## src/rtl/rr_priority_encoder_pkg.sv

```systemverilog
// +--------------------------------------------------------------------------+
// | vkl_pkg : shared constants and helpers for the round-robin encoder        |
// | Rev 1.0 : initial release                                                 |
// +--------------------------------------------------------------------------+
`default_nettype none

package vkl_pkg;

    parameter int N_DEFAULT = 16;

    localparam logic MODE_FIXED = 1'b0;
    localparam logic MODE_RR    = 1'b1;

    // Ceiling log2, usable in parameter expressions; never below 1.
    function automatic int clog2(input int value);
        int result;
        result = 1;
        for (int i = 1; i < 31; i++) begin
            if ((1 << i) < value) begin
                result = i + 1;
            end
        end
        return result;
    endfunction

endpackage

`default_nettype wire

```

## src/rtl/rr_priority_encoder_prio_find.sv

```systemverilog
// +--------------------------------------------------------------------------+
// | prio_find : descending wrap-around search for the first set request bit   |
// | Rev 1.0 : initial release                                                 |
// +--------------------------------------------------------------------------+
`default_nettype none

module prio_find
    import vkl_pkg::*;
#(
    parameter  int N     = N_DEFAULT,
    localparam int IDX_W = clog2(N)
) (
    input  logic [N-1:0]     req,
    input  logic [IDX_W-1:0] start,
    input  logic             search_en,
    output logic             found,
    output logic [IDX_W-1:0] idx
);

    int cand;

    // Candidate j is start-j modulo N, so the first hit is the nearest below start.
    always_comb begin
        found = 1'b0;
        idx   = '0;
        cand  = 0;
        if (search_en) begin
            for (int j = 0; j < N; j++) begin
                cand = (int'(start) >= j) ? (int'(start) - j) : (int'(start) + N - j);
                if (!found && req[IDX_W'(cand)]) begin
                    found = 1'b1;
                    idx   = IDX_W'(cand);
                end
            end
        end
    end

endmodule

`default_nettype wire

```

## src/rtl/rr_priority_encoder.sv

```systemverilog
// +--------------------------------------------------------------------------+
// | rr_priority_encoder : registered fixed / round-robin arbiter with         |
// | valid/ready grant handshake.   Rev 1.0 : initial release                  |
// +--------------------------------------------------------------------------+
`default_nettype none

module rr_priority_encoder
    import vkl_pkg::*;
#(
    parameter  int N     = N_DEFAULT,
    localparam int IDX_W = clog2(N)
) (
    input  logic             clk,
    input  logic             rst_n,
    input  logic             en,
    input  logic             mode_rr,
    input  logic [N-1:0]     req,
    input  logic             gnt_ready,
    output logic             gnt_valid,
    output logic [IDX_W-1:0] gnt_idx,
    output logic [N-1:0]     gnt_onehot,
    output logic             none
);

    localparam logic [IDX_W-1:0] c_LAST = IDX_W'(N - 1);

    logic             gnt_valid_q,  gnt_valid_d;
    logic [IDX_W-1:0] gnt_idx_q,    gnt_idx_d;
    logic [N-1:0]     gnt_onehot_q, gnt_onehot_d;
    logic             none_q,       none_d;
    logic [IDX_W-1:0] rr_ptr_q,     rr_ptr_d;

    logic             w_slot;
    logic             w_rr;
    logic [IDX_W-1:0] w_start;
    logic             w_found;
    logic [IDX_W-1:0] w_win_idx;

    assign w_slot  = !gnt_valid_q || gnt_ready;
    assign w_rr    = (mode_rr == MODE_RR);
    assign w_start = w_rr ? rr_ptr_q : c_LAST;

    prio_find #(
        .N         (N)
    ) u_prio_find (
        .req       (req),
        .start     (w_start),
        .search_en (en),
        .found     (w_found),
        .idx       (w_win_idx)
    );

    always_comb begin
        gnt_valid_d  = gnt_valid_q;
        gnt_idx_d    = gnt_idx_q;
        gnt_onehot_d = gnt_onehot_q;
        none_d       = none_q;
        rr_ptr_d     = rr_ptr_q;
        if (w_slot) begin
            if (!en) begin
                gnt_valid_d  = 1'b0;
                gnt_onehot_d = '0;
            end else if (w_found) begin
                gnt_valid_d  = 1'b1;
                gnt_idx_d    = w_win_idx;
                gnt_onehot_d = N'(1) << w_win_idx;
                none_d       = 1'b0;
                // The winner drops to lowest priority for the next round-robin search.
                if (w_rr) begin
                    rr_ptr_d = (w_win_idx == '0) ? c_LAST : (w_win_idx - IDX_W'(1));
                end
            end else begin
                gnt_valid_d  = 1'b0;
                gnt_onehot_d = '0;
                none_d       = 1'b1;
            end
        end
    end

    always_ff @(posedge clk or negedge rst_n) begin
        if (!rst_n) begin
            gnt_valid_q  <= 1'b0;
            gnt_idx_q    <= '0;
            gnt_onehot_q <= '0;
            none_q       <= 1'b1;
            rr_ptr_q     <= c_LAST;
        end else begin
            gnt_valid_q  <= gnt_valid_d;
            gnt_idx_q    <= gnt_idx_d;
            gnt_onehot_q <= gnt_onehot_d;
            none_q       <= none_d;
            rr_ptr_q     <= rr_ptr_d;
        end
    end

    assign gnt_valid  = gnt_valid_q;
    assign gnt_idx    = gnt_idx_q;
    assign gnt_onehot = gnt_onehot_q;
    assign none       = none_q;

endmodule

`default_nettype wire
```

## config.mk

```make
export PLATFORM = sky130hd
export DESIGN_NAME = rr_priority_encoder
export DESIGN_NICKNAME = d
export VERILOG_FILES = /design/src/rtl/rr_priority_encoder_pkg.sv /design/src/rtl/rr_priority_encoder_prio_find.sv /design/src/rtl/rr_priority_encoder.sv
export SDC_FILE = /design/constraint.sdc
export NUM_CORES = 1
export LEC_CHECK = 0
export ABC_AREA = 1
export CAP_MARGIN = 15
export CORE_AREA = 4 4 78 80
export DETAILED_ROUTE_END_ITERATION = 10
export DIE_AREA = 0 0 82 84
export HOLD_SLACK_MARGIN = 0.06
export PLACE_DENSITY = 0.78
export SETUP_SLACK_MARGIN = 0.02
export SLEW_MARGIN = 25
export SYNTH_ARGS = -nofsm -noshare
export SYNTH_HDL_FRONTEND = slang
export SYNTH_HIERARCHICAL = 1
export SYNTH_SLANG_ARGS = --single-unit
```

## constraint.sdc

```tcl
create_clock -name clk -period 4.5 [get_ports clk]
set_input_delay 0.45 -clock clk [delete_from_list [all_inputs] [get_ports clk]]
set_output_delay 0.45 -clock clk [all_outputs]
set_load 0.1 [all_outputs]
```

==> results.json, run 1 <==
{
  "row_count": 27,
  "ctsHoldBuffers": 0,
  "slew_viol_final": 0,
  "fmax_mhz": 234,
  "peakVddDrop_v": 0.000569,
  "core_sq_um": 5410,
  "synthCells": 486,
  "rr_worst_depth": 25,
  "p_leak_nw": 2.04,
  "routabilityCongestion": 0.972,
  "grt_pass1_vias": 3626,
  "antenna_found_initial": 0,
  "crit_family": "simple AND/OR/NAND/NOR gates",
  "vias": 3770,
  "hold_viol_final": 0,
  "final_util": 0.753,
  "cts_tree": "built",
  "ios": 43,
  "tns_ns": 0,
  "clock-skew-final_ns": 0.00641,
  "die_area_sq_um": 6890,
  "clk_pin_slew_ns": 0.09,
  "syn-num-nets": 519,
  "viasPerCell": 5.76,
  "clk_latency_ns": 0.27,
  "slowest_delay_ns": 0.50,
  "cp_max_fo": 11,
  "grtUsageTotal": 0.310,
  "path_depth": 26,
  "area_growth_pct": 37.9,
  "ys_ff_latch": 26,
  "first_iter_violations": 382,
  "first_pass_iters": 6,
  "die_w_um": 82,
  "critPathArrivalTime_ns": 4.49,
  "powerDensity_nw_per_um2": 746,
  "antennaDiodeCount": 0,
  "worstMarginPinSlew_ns": 1.01,
  "hp-class": "primary input to asynchronous set/reset pin",
  "drive_gt1_frac": 0.250,
  "drv_cap": 0,
  "yosys_warnings": 6,
  "path_common_cell": "nand2_1",
  "clock_path_buffers": 2,
  "hpwlAfterDp_um": 8100,
  "die_height_um": 84,
  "drc": 0,
  "place_area_sq_um": 3800,
  "fin_crit_sh": 0.951,
  "reg2reg_slack_ns": 0.56,
  "grt_pass1_wl_um": 16700,
  "ys_types": 34,
  "crit_buf_inv": 8,
  "start_util": 0.546,
  "grt_max_degree": 27,
  "portBuffers": 42,
  "setup_viol": 0,
  "crit_path_end_kind": "flop",
  "final_antenna_net_count": 0,
  "critPathSlowestCell": "clkdlybuf4s50_1",
  "timing.rr.start": "rr_ptr_q[2]",
  "startpoint": "mode_rr",
  "wl_um": 10500,
  "grt_overflow_total": 0,
  "required_ns": 4.71,
  "whs_ns": 0.166,
  "numCtsBuffers": 3,
  "yosysSeqAreaShare": 0.223,
  "routedWlPerCell_um": 16.0,
  "cts.sinks": 26,
  "root_buffer": "clkbuf_8",
  "post-route-cell-area_sq_um": 4070,
  "syn_area_sq_um": 2950,
  "max_slew_margin": 0.326,
  "syn_avg_cell_area_sq_um": 6.07,
  "rsz0062_at_grt": "true",
  "start_kind": "primary input",
  "h-tree-depth": 1,
  "crit_type": "primary input to flop",
  "finalCriticalPeriod_ns": 4.28,
  "nNetsFinal": 617,
  "status": "complete, no violations"
}
==> flip-flops by register name, summed over array words and instances, names as in the netlist <==
| name | count |
|---|---|
| gnt_idx | 4 |
| gnt_onehot | 16 |
| rr_ptr_q | 4 |
| gnt_valid | 1 |
| none | 1 |
==> synth_stat cells, drive strengths merged <==
library cell	n	area share
nand3	99	0.17
a22oi	1	0.0025
nor3	4	0.0068
nor4	2	0.0042
nand3b	1	0.0025
buf	12	0.026
o211ai	2	0.0051
o21ai	38	0.085
xnor2	4	0.012
inv	50	0.064
a21boi	2	0.0051
or2	5	0.011
dfstp	5	0.045
a21oi	8	0.015
o22ai	2	0.0042
and3	1	0.0021
dfrtp	21	0.18
nand4	6	0.013
nand2	173	0.23
nor2	31	0.053
xor2	4	0.014
o21a	3	0.0076
ha	12	0.051
==> timing repair <==
action	CTS	global route
endpoints found under the setup margin	5	23
gates resized for setup	1	41
pin swaps	0	12
setup buffers	0	7
hold endpoints to repair	0	0
==> report_power, final <==
part	switching, mW	total, mW	internal, mW
clock network	0.0746	0.194	0.119
logic	1.62	2.52	0.903
registers	0.0290	0.324	0.295
==> layer usage <==
metal	vias to the layer above	global-route usage	part of all wire
met2	193	0.539	0.49
li1	1784	-	-
met5	-	0	0
met3	60	0.0335	0.070
met4	0	0.153	0.059
met1	1733	0.366	0.38
==> placed cells by master, fill, tap and decap left out, types with 8 or more instances in the layout <==
master,count
clkdlybuf4s50_1,41
inv_1,37
nand3_1,98
o21ai_2,17
o21ai_0,14
nor2_2,8
dfrtp_1,21
nand2_1,163
nor2_1,20
inv_2,11
nand2_2,8
buf_4,59
==> worst register-to-register path, delay by kind of cell (launching register included) <==
kind                       cells  cell delay [ns]
AOI/OAI and AO/OA              1             0.28
DFF                            1             0.54
xor gates and xnor gates       1             0.17
buffers and inverters          6             0.68
adders and majority gates      1             0.21
and+or+nand+nor               16             2.00
==> worst paths after layout <==
check	end
max	rr_ptr_q[2]
min	gnt_onehot[14]
max reg2reg	rr_ptr_q[2]
min reg2reg	rr_ptr_q[0]
max in group asynchronous	gnt_onehot[8]
min in group clk	rr_ptr_q[0]
==> layout make-up <==
| type | instances | area [sq um] |
|---|---|---|
| repair buffers | 105 | 903 |
| inverters | 50 | 193 |
| clock inverters | 1 | 30.0 |
| fillers | 418 | 1340 |
| flip-flops and latches | 26 | 657 |
| clock buffers | 3 | 41.3 |
| multi-input cells | 398 | 2150 |
| well taps | 72 | 90.1 |
==> stage by stage <==
step                      instances  setup WS [ns]  power [mW]
after global routing            655        -0.0620        3.25
final                           655          0.218        3.04
after CTS                       648         0.0398        2.80
after detailed placement        644         -0.282        2.58
after global placement          644         -0.247        2.55
after floorplan                 486          0.377        1.80
==> kinds of logic after synthesis <==
| family | count (synthesis) | synth area share |
|---|---|---|
| compound gates | 56 | 0.124 |
| buf+inv | 62 | 0.0899 |
| xor+xnor | 8 | 0.0263 |
| simple gates | 322 | 0.486 |
| flops | 26 | 0.223 |
| fa+ha+maj | 12 | 0.0509 |
Note: power is estimated with default switching activity, not from simulation.
==> run 2: changes to the inputs <==
- CORE_AREA: 4 4 78 80 -> 2 2 81 83
- DIE_AREA: 0 0 82 84 -> 0 0 83 85
- PLACE_DENSITY: 0.78 -> 0.77
- SYNTH_HIERARCHICAL: 1 -> unset
==> run 2 against run 1 <==
  * Area after synthesis is 15% higher
  * Critical path depth shrank 1
  * Cell count grew 5.5%
  * Via count grew 0.90%
  * First-iteration DRC count shrank 19%
  * Global-route usage decreased by 1.9 points
  * Clock-buffer cell count unchanged
  * Combinational power is 4% lower
  * Non-clock buffer count shrank 44
  * Clock power hardly changed
  * Critical path type is now flop to flop
  * Largest cell class unchanged
  * Highest routed layer unchanged
==> results.json, run 2 <==
{
  "final_antenna_net_count": 0,
  "yosys_warnings": 0,
  "grt_overflow_total": 0,
  "drive_gt1_frac": 0.130,
  "async_flop_share": 1.00,
  "cts.sinks": 26,
  "final_util": 0.647,
  "wl_um": 9990,
  "power_mw": 2.95,
  "synthFlopType": "dfrtp_1",
  "place_area_sq_um": 3940,
  "start_kind": "flop",
  "hp-class": "primary input to asynchronous set/reset pin",
  "drc": 0,
  "placedCellCount": 687,
  "die_w_um": 83,
  "drv_cap": 0,
  "mostFrequentLayoutCell": "nand2_1",
  "die_height_um": 85,
  "mostFrequentLayoutCells": "222 x nand2_1, 102 x nand3_1, 44 x inv_1",
  "viasPerCell": 5.51,
  "routedWlPerCell_um": 14.5,
  "start_util": 0.547,
  "timing.final.ws_setup_ns": 0.490,
  "crit_path_end_kind": "flop",
  "antenna_found_initial": 0,
  "root_buffer": "clkbuf_8",
  "reg2reg_slack_ns": 0.49,
  "rsz0062_at_grt": "false",
  "fin_crit_sh": 0.891,
  "ios": 43,
  "ys_types": 38,
  "status": "complete, no violations",
  "routabilityCongestion": 0.940,
  "syn-num-nets": 597,
  "ys_ff_latch": 26,
  "first_iter_violations": 311,
  "portBuffers": 42,
  "peakVddDrop_v": 0.000542,
  "synth-edff-count": 0,
  "slew_viol_final": 0,
  "core_sq_um": 6200,
  "place_ws_ns": 0.0201,
  "clk_pin_slew_ns": 0.09,
  "finalCriticalPeriod_ns": 4.01,
  "post-route-cell-area_sq_um": 4020,
  "numCtsBuffers": 3,
  "crit_type": "flop to flop",
  "cts_setup_buffers": 0,
  "die_area_sq_um": 7060,
  "critPathArrivalTime_ns": 4.22,
  "finalNonFillerCells": 691,
  "synthCells": 564,
  "antennaDiodeCount": 0,
  "tns_ns": 0,
  "syn_area_sq_um": 3390,
  "hpwlAfterDp_um": 8070,
  "synth_top_area_cell": "nand2_1",
  "area_growth_pct": 18.4,
  "multi_input_area_sq_um": 2400,
  "clock-skew-final_ns": 0.00712,
  "postCtsResizedCells": 0,
  "p_leak_nw": 2.16,
  "hold_viol_final": 0,
  "grtUsageTotal": 0.291,
  "clock_path_buffers": 2,
  "timing.rr.start": "rr_ptr_q[1]",
  "vias": 3804,
  "nNetsFinal": 648,
  "powerDensity_nw_per_um2": 735,
  "h-tree-depth": 1,
  "row_count": 29,
  "cp_max_fo": 12,
  "first_pass_iters": 5,
  "yosysMostFrequentCell": "nand2_1",
  "r2r-end": "rr_ptr_q[3]",
  "cts_tree": "built",
  "nFillCells": 588,
  "worstMarginPinSlew_ns": 0.992,
  "seq_area_sq_um": 657,
  "synth_area_leaders": "nand2_1 25%, dfrtp_1 15%, nand3_1 15%",
  "grt_pass1_vias": 3658,
  "synth_common_cells": "223 x nand2_1, 102 x nand3_1, 44 x inv_1",
  "required_ns": 4.71,
  "grt_pass1_wl_um": 16900,
  "yosysSeqAreaShare": 0.194,
  "grt_max_degree": 27,
  "max_slew_margin": 0.336,
  "rr_worst_depth": 25,
  "clk_latency_ns": 0.28,
  "syn_avg_cell_area_sq_um": 6.01,
  "largest_reg_flops": 16,
  "whs_ns": 0.154,
  "yosys.area.top_type_share": 0.247,
  "ctsHoldBuffers": 0,
  "fmax_mhz": 249,
  "setup_viol": 0
}
==> run 2: cell count changes after synthesis, moves of 6 or more <==
cell     previous run  this run
nand4_1             6        14
nor2_1             21        31
nand2_1           170       223
nand3_2             0         8
nand2_2             1         8
nor2_2              7         1
o21ai_2            16         0
==> run 2: cells by family (layout without fill, tap and decap cells) <==
family,Yosys count,in the layout,share of synthesized area
flip-flops,26,26,0.194
AND/OR/NAND/NOR,407,407,0.574
adder cells (fa/ha/maj),12,12,0.0443
buffers and inverters,75,125,0.0992
XOR/XNOR,6,6,0.0255
AO/OA/AOI/OAI,38,38,0.0634
==> run 2: area by class of cell <==
cell class	count	area share
Clock inverter	1	0.00748
Sequential cell	26	0.164
Multi-Input combinational cell	463	0.598
Timing Repair Buffer	61	0.140
Clock buffer	3	0.0103
Tap cell	77	0.0240
Inverter	60	0.0573
==> run 2: metal layers <==
layer,vias up,part of all wire,GRT usage
li1,1919,-,-
met2,122,0.50,0.528
met4,0,0.026,0.107
met5,-,0,0
met3,21,0.044,0.0233
met1,1742,0.43,0.361
==> run 2: power breakdown <==
part,internal (mW),switching [mW],total [mW]
clock,0.119,0.0743,0.194
combinational,0.670,1.74,2.41
sequential,0.308,0.0453,0.353
==> run 2: critical path: stages (launching register included) <==
cell and delay (ns):
dfstp_2 0.54, inv_1 0.09, nand2_4 0.18, clkinv_2 0.16, ha_1 0.26, xnor2_1 0.39, nand3_1 0.13, nand2_1 0.15
nand3_4 0.12, nor2_8 0.15, nand4_4 0.14, nor2_8 0.16, nand4_4 0.12, nor2_4 0.17, nand4_4 0.12, nor2_4 0.18
nor2_1 0.06, nand2_1 0.07, nand3_2 0.16, ha_1 0.28, nand2_1 0.09, nand2_1 0.05, nand2_1 0.06, nand2_1 0.04
nand2_1 0.05, nand2_1 0.04
==> run 2: worst max path at each step <==
stage,from,endpoint,cells past startpoint
after floorplan,mode_rr,rr_ptr_q[3],27
after global placement,mode_rr,gnt_onehot[9],23
after detailed placement,mode_rr,rr_ptr_q[3],27
after CTS,mode_rr,gnt_onehot[5],26
after global routing,rr_ptr_q[1],gnt_onehot[5],24
final,rr_ptr_q[1],rr_ptr_q[3],25
